[src/rtl/imem_access_arbiter_pkg.sv]
// Shared definitions for the instruction-memory access arbiter: load encodings,
// the fetch substitute for missing memory, state encoding and load helpers.
package imem_access_arbiter_pkg;

  localparam logic [2:0]  LB  = 3'b000;
  localparam logic [2:0]  LH  = 3'b001;
  localparam logic [2:0]  LW  = 3'b010;
  localparam logic [2:0]  LBU = 3'b100;
  localparam logic [2:0]  LHU = 3'b101;

  localparam logic [31:0] NOP_INSTR = 32'h0000_0013;

  typedef enum logic [1:0] {
    IDLE      = 2'd0,
    RESP      = 2'd1,
    LD_SECOND = 2'd2,
    LD_MERGE  = 2'd3
  } state_t;

  function automatic logic ld_type_valid(input logic [2:0] t);
    return (t == LB) || (t == LH) || (t == LW) || (t == LBU) || (t == LHU);
  endfunction

  // A load crosses a word boundary when its bytes spill into the next word.
  function automatic logic ld_crosses(input logic [2:0] t, input logic [1:0] off);
    return (((t == LH) || (t == LHU)) && (off == 2'd3)) || ((t == LW) && (off != 2'd0));
  endfunction

endpackage

[src/rtl/imem_access_arbiter_if.sv]
// Requester-side and RAM-side signals of the arbiter, bundled for port lists.
interface imem_access_arbiter_if #(
  parameter int MEM_ADDR_W = 9
);
  logic                  fetch_req;
  logic [31:0]           fetch_addr;
  logic                  fetch_gnt;
  logic                  fetch_rvalid;
  logic [31:0]           fetch_rdata;
  logic                  ld_req;
  logic [31:0]           ld_addr;
  logic [2:0]            ld_type;
  logic                  ld_gnt;
  logic                  ld_rvalid;
  logic [31:0]           ld_rdata;
  logic                  mem_en;
  logic [MEM_ADDR_W-1:0] mem_addr;
  logic [31:0]           mem_rdata;

  modport slave (
    input  fetch_req, fetch_addr, ld_req, ld_addr, ld_type, mem_rdata,
    output fetch_gnt, fetch_rvalid, fetch_rdata, ld_gnt, ld_rvalid, ld_rdata,
           mem_en, mem_addr
  );

  modport master (
    output fetch_req, fetch_addr, ld_req, ld_addr, ld_type, mem_rdata,
    input  fetch_gnt, fetch_rvalid, fetch_rdata, ld_gnt, ld_rvalid, ld_rdata,
           mem_en, mem_addr
  );
endinterface

[src/rtl/imem_access_arbiter_load_align_extend.sv]
// Selects the addressed bytes from one word (or a word pair for crossing loads)
// and sign/zero-extends them to 32 bits.
module load_align_extend
  import imem_access_arbiter_pkg::*;
(
  input  logic [31:0] cur_i,
  input  logic [31:0] next_i,
  input  logic [1:0]  off_i,
  input  logic [2:0]  ld_type_i,
  input  logic        crossing_i,
  output logic [31:0] result_o
);
  logic [63:0] pair;
  logic [63:0] shifted;
  logic [5:0]  shamt;
  logic [31:0] sel;

  always_comb begin
    pair  = {(crossing_i ? next_i : 32'h0), cur_i};
    shamt = {off_i, 3'b000};
    // A non-crossing halfword is picked by addr[1] alone; a crossing one starts at byte 3.
    if (ld_type_i[1:0] == 2'b01) begin
      shamt = crossing_i ? 6'd24 : {1'b0, off_i[1], 4'b0000};
    end
    shifted = pair >> shamt;
    sel     = shifted[31:0];
    unique case (ld_type_i)
      LB:      result_o = {{24{sel[7]}}, sel[7:0]};
      LH:      result_o = {{16{sel[15]}}, sel[15:0]};
      LW:      result_o = sel;
      LBU:     result_o = {24'h0, sel[7:0]};
      LHU:     result_o = {16'h0, sel[15:0]};
      default: result_o = 32'h0;
    endcase
  end
endmodule

[src/rtl/imem_access_arbiter.sv]
// Shares one synchronous-read instruction RAM between fetch and loads; loads
// crossing a word boundary take two back-to-back reads and a merge cycle.
module imem_access_arbiter
  import imem_access_arbiter_pkg::*;
#(
  parameter int MEM_SIZE   = 512,
  parameter int MEM_ADDR_W = 9,
  parameter int STARVE_MAX = 4
) (
  input  logic                  clk,
  input  logic                  rst_n,
  imem_access_arbiter_if.slave  bus
);
  localparam int          SW         = $clog2(STARVE_MAX + 2);
  localparam logic [SW-1:0] STARVE_LIM = SW'(STARVE_MAX);
  localparam logic [31:0] MEM_SIZE_W = 32'(MEM_SIZE);

  state_t                state_q, state_d;
  logic [SW-1:0]         starve_q, starve_d;
  logic [31:0]           hold_q, hold_d;
  logic                  resp_ld_q, resp_ld_d;
  logic                  zero_q, zero_d;
  logic                  fetch_oob_q, fetch_oob_d;
  logic [1:0]            off_q, off_d;
  logic [2:0]            type_q, type_d;
  logic [MEM_ADDR_W-1:0] next_idx_q, next_idx_d;
  logic                  next_oob_q, next_oob_d;
  logic [31:0]           fetch_rdata_q, ld_rdata_q;

  logic        accept, fetch_wins, crossing;
  logic        fetch_gnt, ld_gnt, fetch_rvalid, ld_rvalid, mem_en;
  logic [MEM_ADDR_W-1:0] mem_addr;
  logic [31:0] fetch_data_c, ld_data_c, align_out, cur_word, next_word;
  logic [31:0] f_idx, l_idx, l_next_idx;
  logic        f_oob, l_oob;
  logic        unused_bits;

  // Indices kept at full width so addresses past the RAM never alias low words.
  assign f_idx       = {2'b00, bus.fetch_addr[31:2]};
  assign l_idx       = {2'b00, bus.ld_addr[31:2]};
  assign l_next_idx  = l_idx + 32'd1;
  assign f_oob       = (f_idx >= MEM_SIZE_W);
  assign l_oob       = (l_idx >= MEM_SIZE_W);
  assign unused_bits = ^bus.fetch_addr[1:0];

  assign cur_word  = (state_q == LD_MERGE) ? hold_q : bus.mem_rdata;
  assign next_word = next_oob_q ? 32'h0 : bus.mem_rdata;

  load_align_extend u_align (
    .cur_i      (cur_word),
    .next_i     (next_word),
    .off_i      (off_q),
    .ld_type_i  (type_q),
    .crossing_i (state_q == LD_MERGE),
    .result_o   (align_out)
  );

  always_comb begin
    state_d      = IDLE;
    starve_d     = starve_q;
    hold_d       = hold_q;
    resp_ld_d    = resp_ld_q;
    zero_d       = zero_q;
    fetch_oob_d  = fetch_oob_q;
    off_d        = off_q;
    type_d       = type_q;
    next_idx_d   = next_idx_q;
    next_oob_d   = next_oob_q;
    accept       = 1'b0;
    fetch_wins   = 1'b0;
    crossing     = 1'b0;
    fetch_gnt    = 1'b0;
    ld_gnt       = 1'b0;
    fetch_rvalid = 1'b0;
    ld_rvalid    = 1'b0;
    mem_en       = 1'b0;
    mem_addr     = '0;
    fetch_data_c = fetch_oob_q ? NOP_INSTR : bus.mem_rdata;
    ld_data_c    = zero_q ? 32'h0 : align_out;

    unique case (state_q)
      IDLE: accept = 1'b1;
      RESP: begin
        accept = 1'b1;
        if (resp_ld_q) ld_rvalid = 1'b1;
        else           fetch_rvalid = 1'b1;
      end
      LD_SECOND: begin
        hold_d   = bus.mem_rdata;
        mem_en   = !next_oob_q;
        mem_addr = next_idx_q;
        state_d  = LD_MERGE;
      end
      LD_MERGE: ld_rvalid = 1'b1;
      default: ;
    endcase

    // Grants are gated by rst_n so nothing is accepted while reset is held.
    if (accept && rst_n) begin
      fetch_wins = bus.fetch_req && (!bus.ld_req || (starve_q == STARVE_LIM));
      if (fetch_wins) begin
        fetch_gnt   = 1'b1;
        starve_d    = '0;
        resp_ld_d   = 1'b0;
        fetch_oob_d = f_oob;
        mem_en      = !f_oob;
        mem_addr    = f_idx[MEM_ADDR_W-1:0];
        state_d     = RESP;
      end else if (bus.ld_req) begin
        ld_gnt     = 1'b1;
        crossing   = ld_type_valid(bus.ld_type) && ld_crosses(bus.ld_type, bus.ld_addr[1:0]);
        resp_ld_d  = 1'b1;
        zero_d     = !ld_type_valid(bus.ld_type) || l_oob;
        off_d      = bus.ld_addr[1:0];
        type_d     = bus.ld_type;
        next_idx_d = l_next_idx[MEM_ADDR_W-1:0];
        next_oob_d = (l_next_idx >= MEM_SIZE_W);
        mem_en     = ld_type_valid(bus.ld_type) && !l_oob;
        mem_addr   = l_idx[MEM_ADDR_W-1:0];
        state_d    = crossing ? LD_SECOND : RESP;
        if (bus.fetch_req) starve_d = starve_q + SW'(1);
      end
    end
  end

  always_ff @(posedge clk or negedge rst_n) begin
    if (!rst_n) begin
      state_q       <= IDLE;
      starve_q      <= '0;
      hold_q        <= '0;
      resp_ld_q     <= 1'b0;
      zero_q        <= 1'b0;
      fetch_oob_q   <= 1'b0;
      off_q         <= '0;
      type_q        <= '0;
      next_idx_q    <= '0;
      next_oob_q    <= 1'b0;
      fetch_rdata_q <= '0;
      ld_rdata_q    <= '0;
    end else begin
      state_q     <= state_d;
      starve_q    <= starve_d;
      hold_q      <= hold_d;
      resp_ld_q   <= resp_ld_d;
      zero_q      <= zero_d;
      fetch_oob_q <= fetch_oob_d;
      off_q       <= off_d;
      type_q      <= type_d;
      next_idx_q  <= next_idx_d;
      next_oob_q  <= next_oob_d;
      if (fetch_rvalid) fetch_rdata_q <= fetch_data_c;
      if (ld_rvalid)    ld_rdata_q    <= ld_data_c;
    end
  end

  assign bus.fetch_gnt    = fetch_gnt;
  assign bus.ld_gnt       = ld_gnt;
  assign bus.fetch_rvalid = fetch_rvalid;
  assign bus.ld_rvalid    = ld_rvalid;
  assign bus.mem_en       = mem_en;
  assign bus.mem_addr     = mem_addr;
  assign bus.fetch_rdata  = fetch_rvalid ? fetch_data_c : fetch_rdata_q;
  assign bus.ld_rdata     = ld_rvalid ? ld_data_c : ld_rdata_q;
endmodule

[src/flat_wrapper.sv]
// flat-port wrapper written by rule: the top's interface ports become plain ports
module imem_access_arbiter_flat import imem_access_arbiter_pkg::*;
#(
  parameter int MEM_SIZE   = 512,
  parameter int MEM_ADDR_W = 9,
  parameter int STARVE_MAX = 4
)
  (clk, rst_n, bus_fetch_req, bus_fetch_addr, bus_ld_req, bus_ld_addr, bus_ld_type, bus_mem_rdata, bus_fetch_gnt, bus_fetch_rvalid, bus_fetch_rdata, bus_ld_gnt, bus_ld_rvalid, bus_ld_rdata, bus_mem_en, bus_mem_addr);
  imem_access_arbiter_if #(.MEM_ADDR_W(MEM_ADDR_W)) bus_i ();
  input  logic clk;
  input  logic rst_n;
  input wire logic [$bits(bus_i.fetch_req)-1:0] bus_fetch_req;
  input wire logic [$bits(bus_i.fetch_addr)-1:0] bus_fetch_addr;
  input wire logic [$bits(bus_i.ld_req)-1:0] bus_ld_req;
  input wire logic [$bits(bus_i.ld_addr)-1:0] bus_ld_addr;
  input wire logic [$bits(bus_i.ld_type)-1:0] bus_ld_type;
  input wire logic [$bits(bus_i.mem_rdata)-1:0] bus_mem_rdata;
  output wire logic [$bits(bus_i.fetch_gnt)-1:0] bus_fetch_gnt;
  output wire logic [$bits(bus_i.fetch_rvalid)-1:0] bus_fetch_rvalid;
  output wire logic [$bits(bus_i.fetch_rdata)-1:0] bus_fetch_rdata;
  output wire logic [$bits(bus_i.ld_gnt)-1:0] bus_ld_gnt;
  output wire logic [$bits(bus_i.ld_rvalid)-1:0] bus_ld_rvalid;
  output wire logic [$bits(bus_i.ld_rdata)-1:0] bus_ld_rdata;
  output wire logic [$bits(bus_i.mem_en)-1:0] bus_mem_en;
  output wire logic [$bits(bus_i.mem_addr)-1:0] bus_mem_addr;
  assign bus_i.fetch_req = bus_fetch_req;
  assign bus_i.fetch_addr = bus_fetch_addr;
  assign bus_i.ld_req = bus_ld_req;
  assign bus_i.ld_addr = bus_ld_addr;
  assign bus_i.ld_type = bus_ld_type;
  assign bus_i.mem_rdata = bus_mem_rdata;
  assign bus_fetch_gnt = bus_i.fetch_gnt;
  assign bus_fetch_rvalid = bus_i.fetch_rvalid;
  assign bus_fetch_rdata = bus_i.fetch_rdata;
  assign bus_ld_gnt = bus_i.ld_gnt;
  assign bus_ld_rvalid = bus_i.ld_rvalid;
  assign bus_ld_rdata = bus_i.ld_rdata;
  assign bus_mem_en = bus_i.mem_en;
  assign bus_mem_addr = bus_i.mem_addr;
  imem_access_arbiter #(.MEM_SIZE(MEM_SIZE), .MEM_ADDR_W(MEM_ADDR_W), .STARVE_MAX(STARVE_MAX)) u_core (.clk(clk), .rst_n(rst_n), .bus(bus_i));
endmodule
[config.mk]
export PLATFORM = sky130hd
export DESIGN_NAME = imem_access_arbiter_flat
export DESIGN_NICKNAME = d
export VERILOG_FILES = /design/src/rtl/imem_access_arbiter_pkg.sv /design/src/rtl/imem_access_arbiter_if.sv /design/src/rtl/imem_access_arbiter_load_align_extend.sv /design/src/rtl/imem_access_arbiter.sv /design/src/flat_wrapper.sv
export SDC_FILE = /design/constraint.sdc
export NUM_CORES = 1
export LEC_CHECK = 0
export ABC_AREA = 0
export CAP_MARGIN = 15
export CORE_UTILIZATION = 42
export DETAILED_ROUTE_END_ITERATION = 10
export GPL_ROUTABILITY_DRIVEN = 0
export PLACE_DENSITY = 0.73
export SYNTH_ARGS = -nofsm -noshare
export SYNTH_HDL_FRONTEND = slang
export SYNTH_SLANG_ARGS = --single-unit
[constraint.sdc]
create_clock -name clk -period 2.45 [get_ports clk]
set_input_delay 0.49 -clock clk [delete_from_list [all_inputs] [get_ports clk]]
set_output_delay 0.49 -clock clk [all_outputs]
set_load 0.03 [all_outputs]
==> out/results.ini <==
[global_routing]
grt_pass1_vias = 7347
grt_pass1_wl_um = 36200
grt_usage = 0.284
grt_max_degree = 70
grt_overflow_total = 0
antenna_found_initial = 0

[sta]
finClkSkew_ps = 9.26
rsz0062_at_grt = yes
max_slew_margin = 0.374
period_share = 1.31
setup_viol = 32
whs_ps = 248
fin_crit_ps = 3210
setup_ws_ps = -757
worst_pin_slew_ps = 940
slew_violations = 0
finalHoldViolCount = 0
max_freq_mhz = 312

[detailed_routing]
antenna_left = 0
routedWlPerCell_um = 17.0
vias = 7444
vias_per_cell = 5.40
wirelength_um = 23400
drt-initial-drc-count = 532
drtPass1Iterations = 5
post-route-drc-count = 0

[power_and_ir_drop]
ir_worst_vdd_mv = 0.575
power_density_nw_per_um2 = 804
power_leakage_nw = 5.31

[cells_and_area]
multi_input_area_um2 = 4210
instances_no_fill = 1378
drive_above_1_share = 0.363
fillers = 1240
fin_nets = 1257
n_antenna_cell = 0
regArea_um2 = 2980
areaGrowthSynthToFinish_pct = 63.4
mostFrequentLayoutCell = nand2_1
layout_common_cells = 249 x nand2_1, 195 x buf_4, 118 x dfrtp_1, 57 x clkdlybuf4s50_1, 40 x buf_6

[critical_path]
critPathArrivalTime_ps = 2720
cp_max_fo = 9
reg2reg_to = u_core.ld_rdata_q[2]
critical_path_class = register to primary output
regToRegStartpoint = u_core.type_q[0]
start_kind = register
crit_required_ps = 1960
r2r_cells = 13
end_kind = primary output
rrSetupSlack_ps = 60

[clocking]
clkTransAtPathRegs_ps = 50
cts_tree = yes
numCtsBuffers = 17
cts.path.max_buffers = 2
clk-insertion-delay-late_ps = 420
cts_max_level = 4
clock-sinks = 119
cts-root-buf = clkbuf_16

[place]
numPortBuffers = 178
dp_cells = 1309
dp_hpwl_um = 16200

[die]
num_rows = 46
die_x_um = 130
die_h_um = 130
io_pins = 181
start_util = 0.432
dieArea_um2 = 16800
core_um2 = 15900

[logic_synthesis]
synth-seq-cells = 119
netlist_instances = 831
syn_nets = 938
synth_seq_area_share = 0.434
async_flop_share = 1.00
yosysUniqueCellTypes = 57
yosys_warnings = 0
syn_area_um2 = 6860
synth-edff-count = 0
synth_flop_cell = dfrtp_1
syn_area_per_cell_um2 = 8.25

[run_status]
violations = setup timing
status = finished with violations

[run]
drv_cap = 0

[hold_path]
hold_path.class = input pin to asynchronous set/reset pin

[synth_stat cells (8+ instances only)]
| cell | count | area, um2 |
|---|---|---|
| a21oi_1 | 37 | 185 |
| a22oi_1 | 16 | 120 |
| and3_1 | 11 | 68.8 |
| clkbuf_1 | 39 | 146 |
| dfrtp_1 | 119 | 2980 |
| inv_1 | 11 | 41.3 |
| mux2_2 | 8 | 90.1 |
| mux2i_1 | 24 | 240 |
| mux4_2 | 9 | 203 |
| nand2_1 | 267 | 1000 |
| nand2b_1 | 32 | 200 |
| nand3_1 | 23 | 115 |
| nand4_1 | 11 | 68.8 |
| nor2_1 | 36 | 135 |
| nor4_1 | 10 | 62.6 |
| o211ai_1 | 14 | 105 |
| o21ai_0 | 72 | 360 |
[where the power goes]
group	leakage, nW	internal [mW]	switching [mW]
Clock	0.275	1.56	0.896
Combinational	3.49	1.71	1.98
Sequential	1.54	2.52	0.332
Total	5.31	5.80	3.20
[through the flow]
stage | total power [mW] | instance area, um2 | worst slack, ps | util | TNS, ps
after global placement | 5.88 | 9750 | -601 | 0.614 | -17420
after floorplan | 4.58 | 6990 | -247 | - | -5720
after detailed placement | 5.95 | 9750 | -612 | 0.614 | -18000
final | 9.00 | 11200 | -757 | 0.705 | -21830
after CTS | 8.77 | 10800 | -763 | 0.683 | -21840
after global routing | 9.45 | 11200 | -847 | 0.705 | -25090
[registers in the layout, summed over array words and instances (netlist names)]
signal / cells
u_core.ld_rdata_q: 32
u_core.type_q: 3
u_core.fetch_oob_q: 1
u_core.state_q: 2
u_core.fetch_rdata_q: 32
u_core.next_oob_q: 1
u_core.starve_q: 3
u_core.off_q: 2
u_core.resp_ld_q: 1
u_core.hold_q: 32
u_core.zero_q: 1
u_core.next_idx_q: 9
[critical path, cell delays in order (launching register included)]
cell and delay, ps:
dfrtp_1 410, nand2b_4 110, mux2i_4 270, mux4_2 570, mux2i_4 200, nor4_4 80, a21oi_4 150, buf_12 160
buf_12 120, o211ai_4 70, buf_6 150
[worst max path at each step]
stage | cells after the start | start | end | slack, ps
global placement | 9 | bus_mem_rdata[23] | bus_ld_rdata[22] | -600
finish | 10 | u_core.type_q[0] | bus_ld_rdata[22] | -760
detailed placement | 9 | bus_mem_rdata[23] | bus_ld_rdata[25] | -610
global route | 12 | u_core.type_q[1] | bus_ld_rdata[22] | -850
CTS | 10 | u_core.type_q[0] | bus_ld_rdata[22] | -760
floorplan | 8 | u_core.type_q[1] | bus_ld_rdata[16] | -250
[logic make-up (layout without fill, tap and decap cells)]
group,after synthesis,count (layout),share of synthesized area
xor+xnor,10,10,0.0128
compound gates,169,169,0.148
simple gates,427,427,0.279
mux,42,42,0.0798
flops,119,119,0.434
buf+inv,60,391,0.0383
fa+ha+maj,4,4,0.00730
[layout make-up]
class                      count  area share
multi-input combinational    652       0.376
tap                          216      0.0241
clock buffer                  23      0.0427
timing repair buffer         348       0.278
inverter                      12     0.00402
sequential                   119       0.266
clock inverter                 8     0.00871
[repair_timing]
action / 4_1_cts / 5_1_grt
buffers inserted: 19 / 20
resized for setup: 194 / 121
hold buffers: 0 / 0
endpoints found under the setup margin: 74 / 76
gates cloned: 1 / 0
pin swaps: 36 / 37
[layer usage]
layer / routed length (um) / share of wire / vias to the layer above / GRT usage
met1: 8980 / 0.38 / 3542 / 0.333
met4: 919 / 0.039 / 0 / 0.140
met2: 12000 / 0.51 / 324 / 0.492
met3: 1600 / 0.068 / 69 / 0.0644
li1: - / - / 3509 / -
met5: 0 / 0 / - / 0
(Power assumes the default switching activity.)
